`src/rtl/z80_bus_pkg.sv`:
```
// Shared definitions for the Z80 bus bridge.
//   bus_state_e    : bridge FSM states
//   IdleBus        : value driven on D_bus when nothing valid is held (floating-bus look)
//   DefaultTimeout : default maximum wait cycles per downstream access
package z80_bus_pkg;

  typedef enum logic [1:0] {
    StIdle,
    StReq,
    StHold,
    StDone
  } bus_state_e;

  localparam logic [7:0] IdleBus = 8'hFF;

  localparam int unsigned DefaultTimeout = 15;

endpackage

```
`src/rtl/z80_wait_timer.sv`:
```
// Wait-cycle counter for a downstream access.
//   clk, rst_n : clock, asynchronous active-low reset
//   clear      : zero the count (asserted on the cycle the access starts)
//   run        : high for every cycle the access is outstanding
//   expired    : high during the TIMEOUT-th running cycle; the count saturates at TIMEOUT
module z80_wait_timer #(
  parameter int unsigned TIMEOUT = z80_bus_pkg::DefaultTimeout
) (
  input  logic clk,
  input  logic rst_n,
  input  logic clear,
  input  logic run,
  output logic expired
);

  localparam int unsigned W = $clog2(TIMEOUT + 1);
  localparam logic [W-1:0] Limit = W'(TIMEOUT);

  logic [W-1:0] count;

  always_ff @(posedge clk or negedge rst_n) begin
    if (!rst_n) begin
      count <= '0;
    end else if (clear) begin
      count <= '0;
    end else if (run && (count != Limit)) begin
      count <= count + 1'b1;
    end
  end

  // The count holds the number of completed running cycles, so the cycle in which it
  // would reach TIMEOUT is the last one the access is allowed.
  assign expired = run && (count == Limit - 1'b1);

endmodule

```
`src/rtl/z80_bus_bridge.sv`:
```
// Z80 core bus to single-request memory-side port bridge.
//   CLK, nRESET                    : clock, asynchronous active-low reset
//   nM1 nMREQ nIORQ nRD nWR, A, D_cpu : core strobes (active low), address, write data
//   D_bus, nWAIT                   : read data / interrupt vector to core, wait request
//   mem_req mem_we mem_io mem_addr mem_wdata : downstream request, held for the access
//   mem_ack, mem_rdata             : downstream completion and read data
//   irq, irq_vec, nINT             : interrupt level, IM2 vector, interrupt to core
//   err                            : sticky access-timeout flag
// Optional: define Z80_BRIDGE_IM2_EN to drive nINT from irq and answer acknowledge
// cycles with irq_vec; otherwise nINT stays high and acknowledges read 8'hFF.
module z80_bus_bridge #(
  parameter int unsigned TIMEOUT  = z80_bus_pkg::DefaultTimeout,
  parameter int unsigned IO_SPACE = 1
) (
  input  logic        CLK,
  input  logic        nRESET,
  input  logic        nM1,
  input  logic        nMREQ,
  input  logic        nIORQ,
  input  logic        nRD,
  input  logic        nWR,
  input  logic [15:0] A,
  input  logic [7:0]  D_cpu,
  output logic [7:0]  D_bus,
  output logic        nWAIT,
  output logic        mem_req,
  output logic        mem_we,
  output logic        mem_io,
  output logic [15:0] mem_addr,
  output logic [7:0]  mem_wdata,
  input  logic        mem_ack,
  input  logic [7:0]  mem_rdata,
  input  logic        irq,
  input  logic [7:0]  irq_vec,
  output logic        nINT,
  output logic        err
);
  import z80_bus_pkg::*;

  bus_state_e state;
  logic       armed;      // strobes seen all-high since the last start; blocks restarts
  logic       abandoned;  // core released the strobes before the ack arrived
  logic       expired;
  logic       in_req;
  logic       strobes_idle;
  logic       mem_cycle;
  logic       io_cycle;
  logic       start;
  logic       inta;

  assign strobes_idle = nRD & nWR & nMREQ & nIORQ;
  // nMREQ wins when both are low.
  assign mem_cycle    = ~nMREQ;
  assign io_cycle     = nMREQ & ~nIORQ & nM1 & (IO_SPACE != 0);
  assign start        = (state == StIdle) && armed && (mem_cycle || io_cycle) && (~nRD || ~nWR);
  assign inta         = (state == StIdle) && armed && ~nM1 && ~nIORQ && nMREQ;
  assign in_req       = (state == StReq);

  // Wait must assert in the very cycle the access is recognised.
  assign nWAIT = ~(in_req || start);

  z80_wait_timer #(
    .TIMEOUT(TIMEOUT)
  ) u_wait_timer (
    .clk    (CLK),
    .rst_n  (nRESET),
    .clear  (start),
    .run    (in_req),
    .expired(expired)
  );

  always_ff @(posedge CLK or negedge nRESET) begin
    if (!nRESET) begin
      state     <= StIdle;
      armed     <= 1'b0;
      abandoned <= 1'b0;
      mem_req   <= 1'b0;
      mem_we    <= 1'b0;
      mem_io    <= 1'b0;
      mem_addr  <= '0;
      mem_wdata <= '0;
      D_bus     <= IdleBus;
      err       <= 1'b0;
    end else begin
      if (strobes_idle) armed <= 1'b1;
      unique case (state)
        StIdle: begin
          if (start) begin
            state     <= StReq;
            armed     <= 1'b0;
            abandoned <= 1'b0;
            mem_req   <= 1'b1;
            mem_we    <= ~nWR;
            mem_io    <= nMREQ;
            mem_addr  <= A;
            mem_wdata <= D_cpu;
          end else if (inta) begin
            state <= StHold;
            armed <= 1'b0;
`ifdef Z80_BRIDGE_IM2_EN
            D_bus <= irq_vec;
`else
            D_bus <= IdleBus;
`endif
          end
        end
        StReq: begin
          if (strobes_idle) abandoned <= 1'b1;
          if (mem_ack) begin
            // An ack for a cycle the core already left must not disturb D_bus.
            if (!(abandoned || strobes_idle)) D_bus <= mem_rdata;
            mem_req <= 1'b0;
            state   <= StHold;
          end else if (expired) begin
            D_bus   <= IdleBus;
            err     <= 1'b1;
            mem_req <= 1'b0;
            state   <= StHold;
          end
        end
        StHold: begin
          if (strobes_idle) state <= StDone;
        end
        StDone: begin
          state <= StIdle;
        end
        default: begin
          state <= StIdle;
        end
      endcase
    end
  end

`ifdef Z80_BRIDGE_IM2_EN
  always_ff @(posedge CLK or negedge nRESET) begin
    if (!nRESET) begin
      nINT <= 1'b1;
    end else begin
      nINT <= ~irq;
    end
  end
`else
  logic unused_im2;
  assign unused_im2 = ^{irq, irq_vec};
  assign nINT       = 1'b1;
`endif

endmodule
```
`config.mk`:
```
export PLATFORM = sky130hd
export DESIGN_NAME = z80_bus_bridge
export DESIGN_NICKNAME = d
export VERILOG_FILES = /design/src/rtl/z80_bus_pkg.sv /design/src/rtl/z80_wait_timer.sv /design/src/rtl/z80_bus_bridge.sv
export SDC_FILE = /design/constraint.sdc
export NUM_CORES = 1
export LEC_CHECK = 0
export BUFFER_PORTS_ARGS = -buffer_cell sky130_fd_sc_hd__buf_2
export CORE_MARGIN = 2
export CORE_UTILIZATION = 51
export DETAILED_ROUTE_END_ITERATION = 12
export GPL_TIMING_DRIVEN = 1
export PLACE_DENSITY = 0.88
export SLEW_MARGIN = 10
export SYNTH_ARGS = -nofsm -noshare
export SYNTH_HDL_FRONTEND = slang
export SYNTH_SLANG_ARGS = --single-unit
```
`constraint.sdc`:
```
create_clock -name CLK -period 3.1 [get_ports CLK]
set_clock_uncertainty 0.2 [all_clocks]
set_input_delay 0.31 -clock CLK [delete_from_list [all_inputs] [get_ports CLK]]
set_output_delay 0.31 -clock CLK [all_outputs]
set_load 0.02 [all_outputs]
```
==> run_results.csv, run 1 <==
group,metric,value,unit
critical_path,reg2reg_depth,6,
die,fp.coreArea,3740,µm²
detailed_routing,first_iter_violations,58,
detailed_routing,totalWireLength,3750,µm
cells_and_area,drive_gt1_share,50.8,%
cells_and_area,area_growth,24.3,%
critical_path,cp_cell_sequence,"inv_1 > ha_1 > nand2_2 > a221oi_4 > buf_4 > nor2_1 > buf_2",
critical_path,crit_path_end_kind,"output port",
synth,syn-num-nets,215,
synth,synth_area_leaders,"dfrtp_1 44%, mux2_2 13%, dfstp_2 10%",
clocking,clockBufferDepth,2,
die,rows,22,
critical_path,regToRegStartpoint,"state[1]$_DFFE_PN0P_",
cells_and_area,final_area,2540,µm²
detailed_routing,wl_per_cell,13.0,µm
timing,rsz0062_at_grt,"no",
detailed_routing,vias_per_cell,5.06,
detailed_routing,vias,1458,
grt,grt_remaining_overflow,0,
clocking,cts_max_level,2,
grt,track_usage,17.4,%
synth,synth_area,2040,µm²
synth,yosysSeqAreaShare,54.4,%
worst_hold_path,hp-start,"A[14]",
grt,grt_pass1_wl,5940,µm
die,io_pins,87,
detailed_routing,highest_layer,"met4",
synth,yosys.area.top_type_share,44.1,%
critical_path,slowest_stage,"dfrtp_1",
timing,hold_viol_final,0,
critical_path,critical_path_arrival,2.10,ns
cells_and_area,fillCellCount,303,
run_status,status,"finished clean",
clocking,cts_resized,0,
critical_path,cp_slowest_stage_delay,0.41,ns
detailed_routing,dr_wl_met3,241,µm
critical_path,cp_max_fo,32,
timing,final.min_clock_period,2.61,ns
placed_design,place_area,2450,µm²
grt,grt_pass1_vias,1371,
die,die_h,67.3,µm
clocking,clock_sinks,44,
placed_design,gp_congestion,0.744,
critical_path,rrSetupSlack,0.78,ns
run,maxCapViolCount,0,
cells_and_area,final_nets,294,
power_and_ir_drop,peakVddDrop,0.579,mV
grt,antenna_found_initial,0,
grt,grt_max_degree,45,
clocking,cts_tree,"yes",
detailed_routing,drc,0,
detailed_routing,route.met2.wl,1940,µm
timing,drv_slew,0,
critical_path,crit_path_start_kind,"register",
placed_design,io_buffers,76,
clocking,clk_pin_slew_worst_paths,0.07,ns
synth,synth.ff_latch_count,44,
cells_and_area,final_util,67.8,%
power_and_ir_drop,p_leak,1.35,nW
placed_design,place_inst,279,
clocking,cts_buffers,5,
detailed_routing,wl_met1,1530,µm
clocking,root_buffer,"clkbuf_8",
timing,max_freq,384,MHz
die,die_x,67.3,µm
synth,yosysTopAreaCell,"dfrtp_1",
power_and_ir_drop,power_density,977,nW/µm²
critical_path,critPathKind,"register to output port",
placed_design,place_hpwl,2870,µm
cells_and_area,fin_cells,288,
synth,syn-instance-count,160,
timing,maxSlewHeadroom,40.0,%
critical_path,reg2reg_to,"state[1]$_DFFE_PN0P_",
timing,hold_slack,0.0388,ns
die,start_util,54.5,%
synth,synth_area_per_cell,12.8,µm²
critical_path,crit_required,2.59,ns
timing,fin_tns_setup,0,ns
timing,final.period_utilization,84.1,%
synth,ys_warn_count,0,
synth,synth_cell_types,38,
die,die_area,4520,µm²
timing,setup-violations-final,0,
worst_hold_path,hold_class,"primary input to register",
timing,tightest_slew,0.900,ns
detailed_routing,dr.pass1.iters,4,
worst_hold_path,hold_depth,2,
detailed_routing,final_antenna_net_count,0,
clocking,worstSkewPairLatency,0.28,ns
worst_hold_path,hold_end,"mem_addr[14]$_DFFE_PN0P_",
cells_and_area,antenna_cells,0,
==> cells by family after synthesis <==
| kind of cell | Yosys count | share of synthesized area (%) |
|---|---|---|
| flip-flops | 44 | 54.4 |
| multiplexers | 37 | 19.9 |
| XOR/XNOR | 3 | 1.29 |
| adder cells (fa/ha/maj) | 6 | 3.68 |
| buffers and inverters | 19 | 4.48 |
| AO/OA/AOI/OAI | 17 | 7.60 |
| AND/OR/NAND/NOR | 33 | 8.46 |
| other | 1 | 0.184 |
==> final cells by class <==
type | instances | area (µm²) | area share (%)
clock buffer | 7 | 76.3 | 3.01
clock inverter | 1 | 5.00 | 0.197
inverter | 13 | 48.8 | 1.92
multi-input combinational | 97 | 838 | 33.0
sequential | 44 | 1110 | 43.8
tap | 48 | 60.1 | 2.37
timing repair buffer | 78 | 398 | 15.7
==> worst max-delay path by stage <==
stage / from / end / cells past startpoint
final: state[1]$_DFFE_PN0P_ / nWAIT / 7
after global routing: state[0]$_DFFE_PN0P_ / nWAIT / 7
after CTS: state[1]$_DFFE_PN0P_ / nWAIT / 7
after detailed placement: state[1]$_DFFE_PN0P_ / nWAIT / 7
after global placement: state[1]$_DFFE_PN0P_ / nWAIT / 7
after floorplan: state[0]$_DFFE_PN0P_ / state[1]$_DFFE_PN0P_ / 7
==> metrics by stage <==
step                power, mW  setup slack, ns
floorplan                1.82             1.00
global placement         2.12            0.822
detailed placement       2.17            0.789
CTS                      2.51            0.460
global route             2.63            0.347
finish                   2.48            0.493
==> flip-flops by register name, summed over array words and instances (netlist names) <==
register	cells
abandoned	1
state	2
mem_io	1
D_bus	8
mem_we	1
mem_addr	16
mem_wdata	8
armed	1
mem_req	1
err	1
u_wait_timer.count	4
==> routing by layer <==
layer  vias up  global-route usage [%]
li1        702                       -
met1       696                    20.5
met2        56                    30.7
met3         4                    4.83
met4         0                    5.87
met5         -                       0
==> cell usage after synthesis, drive strengths merged <==
library cell   n
o22a           1
o21bai         2
or2b           1
dfstp          8
nand4          1
a21bo          1
nand2          5
a211oi         1
a21oi          4
nor2          15
xor2           2
dfrtp         36
and4           1
o211a          1
clkbuf         1
or2            1
mux2i         12
mux2          25
o22ai          1
conb           1
ha             6
o21ai          2
nand3          5
xnor2          1
a22o           1
inv           13
nand2b         1
nor3b          1
buf            5
and3           2
a31oi          1
a221oi         1
a221o          1
==> worst max-delay path: cells and delay by family (launching register included) <==
kind | cells | cell delay (ns)
adders and majority gates | 1 | 0.35
AOI/OAI and AO/OA | 1 | 0.19
and+or+nand+nor | 2 | 0.20
buffers and inverters | 3 | 0.67
DFF | 1 | 0.41
==> layout by cell type (no fill, tap or decap), types with 5 or more instances in the layout <==
cell and count:
buf_2 76, clkbuf_8 5, dfrtp_1 36, dfstp_2 8
ha_1 6, inv_1 13, mux2_2 23, mux2i_1 12
nand3_1 5, nor2_1 15
==> timing repair <==
item,CTS,global route
hold endpoints to repair,36,0
hold buffers,1,0
setup buffers,0,0
==> power by group <==
| group | internal [mW] | leakage, nW | total [mW] | switching [mW] |
|---|---|---|---|---|
| sequential | 0.844 | 0.523 | 0.982 | 0.139 |
| clock | 0.158 | 0.0422 | 0.330 | 0.172 |
| combinational | 0.508 | 0.782 | 1.17 | 0.657 |
| total | 1.51 | 1.35 | 2.48 | 0.968 |
No activity file was read; power rests on OpenSTA's default activity.
==> inputs of run 2 (changes only) <==
--- a/config.mk
+++ b/config.mk
@@ -7,10 +7,10 @@
 export LEC_CHECK = 0
 export BUFFER_PORTS_ARGS = -buffer_cell sky130_fd_sc_hd__buf_2
 export CORE_MARGIN = 2
-export CORE_UTILIZATION = 51
+export CORE_UTILIZATION = 43
 export DETAILED_ROUTE_END_ITERATION = 12
 export GPL_TIMING_DRIVEN = 1
-export PLACE_DENSITY = 0.88
+export PLACE_DENSITY = 0.79
 export SLEW_MARGIN = 10
 export SYNTH_ARGS = -nofsm -noshare
 export SYNTH_HDL_FRONTEND = slang
==> constraint.sdc (replaced) <==
create_clock -name CLK -period 2.3 [get_ports CLK]
set_clock_uncertainty 0.2 [all_clocks]
set_input_delay 0.23 -clock CLK [delete_from_list [all_inputs] [get_ports CLK]]
set_output_delay 0.23 -clock CLK [all_outputs]
set_load 0.02 [all_outputs]
==> run 2 against run 1 <==
  * Combinational power up 45%
  * Die area grew 17%
  * Hold slack got worse by 0.030 ns
  * Sequential power rose by 35%
  * Utilization is 3.7 points lower
  * Critical path type is now register to register
==> run_results.csv, run 2 (same netlist as run 1, synthesis figures left out) <==
group,metric,value,unit
clocking,clk_pin_slew_worst_paths,0.08,ns
worst_hold_path,hp-start,"mem_rdata[7]",
timing,max_freq,471,MHz
cells_and_area,final_nets,332,
grt,grt_max_degree,33,
placed_design,io_buffers,76,
die,rows,25,
cells_and_area,area_growth,46.4,%
power_and_ir_drop,p_leak,1.54,nW
clocking,root_buffer,"clkbuf_8",
grt,busiest_layer,"met2",
power_and_ir_drop,power_density,1220,nW/µm²
placed_design,gp_congestion,0.773,
clocking,clock_sinks,44,
critical_path,crit_path_start_kind,"register",
power_and_ir_drop,power,3.65,mW
critical_path,cp_slowest_stage_delay,0.43,ns
critical_path,crit_path_end_kind,"register",
critical_path,regToRegStartpoint,"state[0]$_DFFE_PN0P_",
critical_path,slowest_stage,"a221o_1",
cells_and_area,largest_register,"mem_addr",
grt,grt_use_met3,5.39,%
critical_path,crit_family,"compound AO/OA/AOI/OAI gates",
die,io_pins,87,
placed_design,place_hpwl,2950,µm
grt,grt_pass1_wl,7690,µm
grt,track_usage,18.8,%
cells_and_area,antenna_cells,0,
timing,tightest_slew,0.552,ns
clocking,worstSkewPairLatency,0.29,ns
critical_path,crit_required,2.28,ns
clocking,cts_tree,"yes",
timing,final.min_clock_period,2.12,ns
timing,final.period_utilization,92.3,%
critical_path,critical_path_arrival,2.10,ns
cells_and_area,final_common_cell,"buf_2",
grt,grt_use_met2,34.5,%
timing,maxSlewHeadroom,63.2,%
grt,grt_remaining_overflow,0,
detailed_routing,totalWireLength,4680,µm
run,maxCapViolCount,0,
die,die_area,5310,µm²
detailed_routing,first_iter_violations,30,
cells_and_area,mostFrequentLayoutCells,"76 x buf_2, 36 x dfrtp_1, 31 x dlygate4sd3_1",
power_and_ir_drop,peakVddDrop,0.793,mV
detailed_routing,wl_per_cell,14.1,µm
cells_and_area,largest_reg_flops,16,
critical_path,reg2reg_to,"state[1]$_DFFE_PN0P_",
detailed_routing,dr.pass1.iters,4,
detailed_routing,vias_per_cell,4.86,
critical_path,startpoint,"state[0]$_DFFE_PN0P_",
timing,fin_tns_setup,0,ns
critical_path,cp_cell_sequence,"inv_1 > ha_1 > nand2_2 > a221o_1 > a31oi_4 > mux2_4",
critical_path,critical_path_buf_inv_count,1,
timing,hold_viol_final,0,
die,die_h,72.9,µm
critical_path,reg2reg_depth,6,
critical_path,critPathKind,"register to register",
clocking,clockBufferDepth,2,
cells_and_area,drive_gt1_share,47.5,%
cells_and_area,final_util,64.1,%
cells_and_area,fillCellCount,363,
timing,drv_slew,0,
detailed_routing,final_antenna_net_count,0,
grt,grt_use_met1,21.3,%
critical_path,cp_max_fo,7,
cells_and_area,reg_top3,"mem_addr (16), D_bus (8), mem_wdata (8)",
detailed_routing,vias,1615,
critical_path,rrSetupSlack,0.18,ns
die,fp.coreArea,4660,µm²
detailed_routing,drc,0,
worst_hold_path,hold_class,"primary input to register",
die,start_util,43.8,%
grt,grt_pass1_vias,1721,
timing,rsz0062_at_grt,"no",
die,die_x,72.9,µm
worst_hold_path,hold_end,"D_bus[7]$_DFFE_PN1P_",
worst_hold_path,hold_depth,3,
grt,antenna_found_initial,0,
run_status,status,"finished clean",
clocking,cts_max_level,2,
timing,setup-violations-final,0,
clocking,cts_buffers,5,
run 2: cell types whose count changed in the layout (fill, tap and decap cells not counted), sizes merged:
cell and delta:
bufinv +1, buf +7, dlygate4sd3 +30
run 2: per-stage QoR:
stage / setup WS [ns] / std cells / hold WS [ns] / instance area (µm²)
2_1_floorplan: 0.203 / 160 / -0.266 / 2040
3_3_place_gp: 0.234 / 289 / 0.0476 / 2510
3_5_place_dp: 0.193 / 289 / 0.0540 / 2510
4_1_cts: 0.0640 / 328 / 0.00356 / 2940
5_1_grt: 0.0664 / 332 / 0.0275 / 2990
6_report: 0.177 / 332 / 0.00914 / 2990
run 2: worst max path at each step:
| stage | to | slack [ns] | cells past startpoint |
|---|---|---|---|
| floorplan | state[1]$_DFFE_PN0P_ | 0.20 | 7 |
| global placement | state[1]$_DFFE_PN0P_ | 0.23 | 6 |
| detailed placement | state[1]$_DFFE_PN0P_ | 0.19 | 6 |
| CTS | nWAIT | 0.06 | 7 |
| global route | nWAIT | 0.07 | 7 |
| finish | state[1]$_DFFE_PN0P_ | 0.18 | 6 |
run 2: routing by layer:
layer	wire [µm]	share of wire, %
met1	1910	41
met3	274	5.9
met4	17	0.36
met2	2470	53
met5	0	0
run 2: area by class of cell:
| cell class | count | area, µm² | share of cell area [%] |
|---|---|---|---|
| multi-input cells | 97 | 838 | 28.1 |
| inverters | 13 | 48.8 | 1.63 |
| clock buffers | 6 | 82.6 | 2.76 |
| clock inverters | 2 | 38.8 | 1.30 |
| repair buffers | 116 | 801 | 26.8 |
| flip-flops and latches | 44 | 1110 | 37.2 |
| well taps | 54 | 67.6 | 2.26 |
run 2: worst register-to-register path: stages, from the launching register on:
cell	delay, ns
dfrtp_1	0.39
inv_1	0.13
ha_1	0.21
nand2_2	0.08
a221o_1	0.43
a31oi_4	0.26
mux2_4	0.32
run 2: power by group:
part,leakage [nW],internal (mW),switching (mW)
clock network,0.0614,0.355,0.265
logic,0.961,0.773,0.925
registers,0.523,1.14,0.191
total,1.54,2.27,1.38
run 2: what timing repair did:
item,4_1_cts,5_1_grt
hold buffers,31,0
hold endpoints to repair,52,0
gates resized for setup,0,0
buffers inserted,0,3
setup endpoints to repair,0,1
